===== src/rtl/pio_fault_pkg.sv =====
// rtl/pio_fault_pkg.sv - shared constants for the fault capture block
// Purpose: edge-selection encoding and register offsets used by
// pio_debounce and pio_fault_capture. No ports.
package pio_fault_pkg;

    typedef enum logic [1:0] {
        EDGE_RISING  = 2'd0,
        EDGE_FALLING = 2'd1,
        EDGE_ANY     = 2'd2
    } edge_type_e;

    localparam logic [1:0] REG_DATA        = 2'd0;
    localparam logic [1:0] REG_RESERVED    = 2'd1;
    localparam logic [1:0] REG_IRQMASK     = 2'd2;
    localparam logic [1:0] REG_EDGECAPTURE = 2'd3;

endpackage


===== src/rtl/pio_debounce.sv =====
// rtl/pio_debounce.sv - one channel: synchroniser, debounce counter, stable level
// Purpose: bring one asynchronous fault input into the clk domain, accept a
// level change only after it has been stable long enough, and flag the edge.
// Ports:
//   clk, reset : clock, synchronous active-high reset
//   in_bit     : asynchronous input
//   stable     : debounced level
//   rise, fall : high in the cycle whose closing edge changes stable 0->1 / 1->0
module pio_debounce
    import pio_fault_pkg::*;
#(
    parameter int SYNC_STAGES     = 2,
    parameter int DEBOUNCE_CYCLES = 3
) (
    input  logic clk,
    input  logic reset,
    input  logic in_bit,
    output logic stable,
    output logic rise,
    output logic fall
);

    logic [SYNC_STAGES-1:0] sync_q;
    logic [SYNC_STAGES-1:0] sync_d;
    logic                   sync_val;

    always_comb begin
        sync_d = {sync_q[SYNC_STAGES-2:0], in_bit};
    end

    always_ff @(posedge clk) begin
        if (reset) begin
            sync_q <= '0;
        end else begin
            sync_q <= sync_d;
        end
    end

    assign sync_val = sync_q[SYNC_STAGES-1];

    generate
        if (DEBOUNCE_CYCLES == 0) begin : g_bypass
            // The last synchroniser flop is the stable value; its edge is
            // predicted from the stage feeding it so the pulse lines up with
            // the clock edge that changes stable.
            assign stable = sync_val;
            assign rise   = sync_q[SYNC_STAGES-2] & ~sync_val;
            assign fall   = ~sync_q[SYNC_STAGES-2] & sync_val;
        end else begin : g_debounce
            localparam int CNT_W = $clog2(DEBOUNCE_CYCLES + 1);
            localparam logic [CNT_W-1:0] CNT_LAST = CNT_W'(DEBOUNCE_CYCLES - 1);

            logic [CNT_W-1:0] cnt_q;
            logic [CNT_W-1:0] cnt_d;
            logic             stable_q;
            logic             stable_d;
            logic             accept;

            // The counter clears on acceptance, so it tops out at CNT_LAST
            // and never wraps.
            always_comb begin
                accept   = (sync_val != stable_q) && (cnt_q == CNT_LAST);
                cnt_d    = cnt_q;
                stable_d = stable_q;
                if (sync_val == stable_q) begin
                    cnt_d = '0;
                end else if (accept) begin
                    stable_d = sync_val;
                    cnt_d    = '0;
                end else begin
                    cnt_d = cnt_q + 1'b1;
                end
            end

            always_ff @(posedge clk) begin
                if (reset) begin
                    cnt_q    <= '0;
                    stable_q <= 1'b0;
                end else begin
                    cnt_q    <= cnt_d;
                    stable_q <= stable_d;
                end
            end

            assign stable = stable_q;
            assign rise   = accept & sync_val;
            assign fall   = accept & ~sync_val;
        end
    endgenerate

endmodule


===== src/rtl/pio_fault_capture.sv =====
// rtl/pio_fault_capture.sv - debounced fault inputs with edge capture and irq
// Purpose: WIDTH debounced fault channels behind a four-register slave port
// (data, reserved, irqmask, edgecapture) with a level interrupt.
// Ports:
//   clk, reset          : clock, synchronous active-high reset
//   address, chipselect : register offset and slave select
//   write_n, writedata  : active-low write strobe and write data
//   in_port             : asynchronous fault inputs
//   readdata            : registered read data, one clock latency
//   irq                 : OR of edgecapture & irqmask
module pio_fault_capture
    import pio_fault_pkg::*;
#(
    parameter int         WIDTH           = 4,
    parameter int         SYNC_STAGES     = 2,
    parameter int         DEBOUNCE_CYCLES = 3,
    parameter edge_type_e EDGE_TYPE       = EDGE_RISING
) (
    input  logic             clk,
    input  logic             reset,
    input  logic [1:0]       address,
    input  logic             chipselect,
    input  logic             write_n,
    input  logic [WIDTH-1:0] writedata,
    input  logic [WIDTH-1:0] in_port,
    output logic [WIDTH-1:0] readdata,
    output logic             irq
);

    logic [WIDTH-1:0] stable;
    logic [WIDTH-1:0] rise;
    logic [WIDTH-1:0] fall;
    logic [WIDTH-1:0] capture;
    logic [WIDTH-1:0] clear;
    logic             wr_en;

    logic [WIDTH-1:0] readdata_q;
    logic [WIDTH-1:0] readdata_d;
    logic [WIDTH-1:0] irqmask_q;
    logic [WIDTH-1:0] irqmask_d;
    logic [WIDTH-1:0] edgecapture_q;
    logic [WIDTH-1:0] edgecapture_d;

    genvar ch;
    generate
        for (ch = 0; ch < WIDTH; ch++) begin : g_chan
            pio_debounce #(
                .SYNC_STAGES     (SYNC_STAGES),
                .DEBOUNCE_CYCLES (DEBOUNCE_CYCLES)
            ) u_debounce (
                .clk    (clk),
                .reset  (reset),
                .in_bit (in_port[ch]),
                .stable (stable[ch]),
                .rise   (rise[ch]),
                .fall   (fall[ch])
            );
        end
    endgenerate

    always_comb begin
        case (EDGE_TYPE)
            EDGE_RISING:  capture = rise;
            EDGE_FALLING: capture = fall;
            default:      capture = rise | fall;
        endcase
    end

    assign wr_en = chipselect & ~write_n;

    always_comb begin
        clear     = '0;
        irqmask_d = irqmask_q;
        if (wr_en && (address == REG_EDGECAPTURE)) begin
            clear = writedata;
        end
        if (wr_en && (address == REG_IRQMASK)) begin
            irqmask_d = writedata;
        end
        // OR-ing the new edges after the clear makes a coincident set win.
        edgecapture_d = (edgecapture_q & ~clear) | capture;
    end

    always_comb begin
        readdata_d = '0;
        case (address)
            REG_DATA:        readdata_d = stable;
            REG_RESERVED:    readdata_d = '0;
            REG_IRQMASK:     readdata_d = irqmask_q;
            REG_EDGECAPTURE: readdata_d = edgecapture_q;
            default:         readdata_d = '0;
        endcase
    end

    always_ff @(posedge clk) begin
        if (reset) begin
            readdata_q    <= '0;
            irqmask_q     <= '0;
            edgecapture_q <= '0;
        end else begin
            readdata_q    <= readdata_d;
            irqmask_q     <= irqmask_d;
            edgecapture_q <= edgecapture_d;
        end
    end

    assign readdata = readdata_q;
    assign irq      = |(edgecapture_q & irqmask_q);

endmodule


===== config.mk =====
export PLATFORM = sky130hd
export DESIGN_NAME = pio_fault_capture
export DESIGN_NICKNAME = d
export VERILOG_FILES = /design/src/rtl/pio_fault_pkg.sv /design/src/rtl/pio_debounce.sv /design/src/rtl/pio_fault_capture.sv
export SDC_FILE = /design/constraint.sdc
export NUM_CORES = 1
export LEC_CHECK = 0
export CAP_MARGIN = 40
export CORE_ASPECT_RATIO = 0.6
export CORE_MARGIN = 1.5
export CORE_UTILIZATION = 44
export DETAILED_ROUTE_END_ITERATION = 8
export DONT_BUFFER_PORTS = 1
export PLACE_DENSITY = 0.62
export SYNTH_ARGS = -nofsm -noshare
export SYNTH_HDL_FRONTEND = slang
export SYNTH_SLANG_ARGS = --single-unit

===== constraint.sdc =====
create_clock -name clk -period 3 [get_ports clk]
set_input_delay 0.6 -clock clk [delete_from_list [all_inputs] [get_ports clk]]
set_output_delay 0.6 -clock clk [all_outputs]
set_load 0.01 [all_outputs]

==> impl_metrics.env <==
export IMPL_yosysTopAreaCell="dfxtp_1"
export IMPL_postCtsSetupRepairBufs=0
export IMPL_vias=794
export IMPL_max_freq_mhz=649
export IMPL_diodes=0
export IMPL_hpwl_um=1430
export IMPL_clock_sinks=32
export IMPL_slowest_stage="dfxtp_1"
export IMPL_ys_seq_elements=32
export IMPL_cts_tree="done"
export IMPL_grt_pass1_wl_um=3320
export IMPL_p_total_uw=763
export IMPL_htree_num_levels=2
export IMPL_rrSetupSlack_ns=1.85
export IMPL_ctsRootBufferMaster="clkbuf_8"
export IMPL_core_um2=2570
export IMPL_wl_per_cell_um=12.9
export IMPL_rsz0062_at_grt="false"
export IMPL_arrival_ns=0.94
export IMPL_clock_path_buffers=2
export IMPL_hold_path_class="input port to register"
export IMPL_path_class="register to output pin"
export IMPL_reg2reg_from="g_chan[2].u_debounce.g_debounce.cnt_q[0]"
export IMPL_grt_usage_pct=15.0
export IMPL_critPathMaxFanout=3
export IMPL_ctsResizeCount=0
export IMPL_min_to="readdata[1]"
export IMPL_path_cells="a22oi_1 > nand2_1"
export IMPL_status="finished, final reports clean"
export IMPL_relSlewSlack_pct=70.0
export IMPL_power_leakage_uw=0.000510
export IMPL_reg2reg_to="g_chan[2].u_debounce.g_debounce.cnt_q[1]"
export IMPL_ys_top_cells_by_area="dfxtp_1 (52%), nor2b_1 (6.1%), mux2i_1 (4.9%), ha_1 (4.1%), nor2_1 (3.7%)"
export IMPL_die_area_um2=3130
export IMPL_finalHoldViolations=0
export IMPL_drtPass1Iterations=4
export IMPL_end_kind="output pin"
export IMPL_cts_clk_slew_worst_paths_ns=0.06
export IMPL_routed_wl_um=2020
export IMPL_yosysSeqAreaShare_pct=52.1
export IMPL_antenna_left=0
export IMPL_synthToLayoutAreaGrowth_pct=6.31
export IMPL_overflow=0
export IMPL_cpPeakStageDelay_ns=0.33
export IMPL_io_buffer_count=0
export IMPL_syn_area_um2=1230
export IMPL_cap_violations=0
export IMPL_place_inst=149
export IMPL_dieHeight_um=43.9
export IMPL_gp_congestion=0.759
export IMPL_period_needed_ns=1.54
export IMPL_grt_antenna_before_repair=0
export IMPL_worst_pin_slew_ns=0.450
export IMPL_final_nets=142
export IMPL_pwr_density_cell_nw_per_um2=584
export IMPL_cpLargestDelayFamily="flip-flops"
export IMPL_drive_above_1_share_pct=6.45
export IMPL_post_route_period_util_pct=51.4
export IMPL_final_util_pct=50.7
export IMPL_io_pins=19
export IMPL_synth_warnings=0
export IMPL_setup_viol=0
export IMPL_hold_path_startpoint="reset"
export IMPL_final_setup_tns_ns=0
export IMPL_setup_ws_ns=1.46
export IMPL_grt_max_degree=33
export IMPL_worst_ep_required_time_ns=2.40
export IMPL_grt_pass1_vias=718
export IMPL_hold_depth=1
export IMPL_worstRegToRegCells=4
export IMPL_dp_slack_ns=1.52
export IMPL_drtIter0Drc=83
export IMPL_synth_nets=141
export IMPL_start_util_pct=47.7
export IMPL_cts_buffers=5
export IMPL_vdd_ir_drop_max_v=0.000300
export IMPL_std_cell_rows=14
export IMPL_synthesis_instances=123
export IMPL_path_buf_inv=0
export IMPL_slew_viol_final=0
export IMPL_via_per_inst=5.09
export IMPL_synth_area_per_cell_um2=9.99
export IMPL_drc=0
export IMPL_stdcell_count=156
export IMPL_cts_hold_buf=0
export IMPL_worstSetupStartpointType="register"
export IMPL_yosysUniqueCellTypes=23
export IMPL_insertion_delay_ns=0.28
export IMPL_synth_top_area_share_pct=52.1
export IMPL_finClkSkew_ns=0.00511
export IMPL_die_x_um=71.2
[metal layers]
metal / share of wire (%) / vias to the layer above / global-route usage (%)
li1: - / 414 / -
met1: 52 / 357 / 18.4
met2: 40 / 18 / 21.1
met3: 6.5 / 5 / 6.98
met4: 2.2 / 0 / 10.2
met5: 0 / - / 0
[worst max-delay path by stage]
stage	slack, ns	from	to	depth (start not counted)
after global routing	1.42	edgecapture_q[1]	irq	2
after global placement	1.56	chipselect	irqmask_q[0]	3
final	1.46	edgecapture_q[1]	irq	2
after CTS	1.45	edgecapture_q[1]	irq	2
after floorplan	1.53	address[0]	irqmask_q[0]	5
after detailed placement	1.52	chipselect	irqmask_q[1]	3
[metrics by stage]
| step | hold WS [ns] | area, um^2 |
|---|---|---|
| 6_report | 0.384 | 1310 |
| 5_1_grt | 0.368 | 1310 |
| 4_1_cts | 0.372 | 1310 |
| 3_5_place_dp | 0.404 | 1230 |
| 3_3_place_gp | 0.398 | 1230 |
| 2_1_floorplan | 0.391 | 1230 |
[cells by family after synthesis]
group,count (synthesis),synth area share (%)
xor+xnor,4,2.85
mux,6,4.89
simple gates,47,21.4
fa+ha+maj,4,4.07
compound gates,20,10.2
flops,32,52.1
buf+inv,10,4.48
[layout by cell type (no fill, tap or decap), drive strengths merged, types with 6 or more instances in the layout]
master	Yosys	layout
mux2i	6	6
clkbuf	1	6
nor2b	12	12
dfxtp	32	32
nor2	12	12
a21oi	8	8
nand2	7	7
[report_power, final]
part | internal, uW | switching, uW
clock network | 157 | 148
registers | 434 | 4.78
logic | 12.1 | 6.75
[cells in the mapped netlist]
master and n:
o21ai_0 2, a22oi_1 2, mux2i_1 6, a211oi_1 4, ha_1 4, a21oi_1 8
a21o_1 4, dfxtp_1 32, nor4bb_4 1, nor3_1 4, clkbuf_1 1, buf_1 1
and4b_2 1, nand2b_1 4, or3_1 4, nor2_1 12, xnor2_1 4, buf_6 2
buf_2 2, nor2b_1 12, inv_1 4, nand2_1 7, nand3_1 2
[state kept, by name, indices dropped and copies added, names as in the netlist]
register	count
edgecapture_q	4
g_chan.u_debounce.g_debounce.cnt_q	8
g_chan.u_debounce.stable	4
g_chan.u_debounce.sync_q	8
irqmask_q	4
readdata	4
[layout make-up]
type / instances / area, um^2
Fill cell: 248 / 1270
Sequential cell: 32 / 641
Multi-Input combinational cell: 81 / 533
Clock buffer: 6 / 72.6
Tap cell: 32 / 40.0
Inverter: 4 / 15.0
Clock inverter: 1 / 5.00
Note: power is estimated with default switching activity, not from simulation.
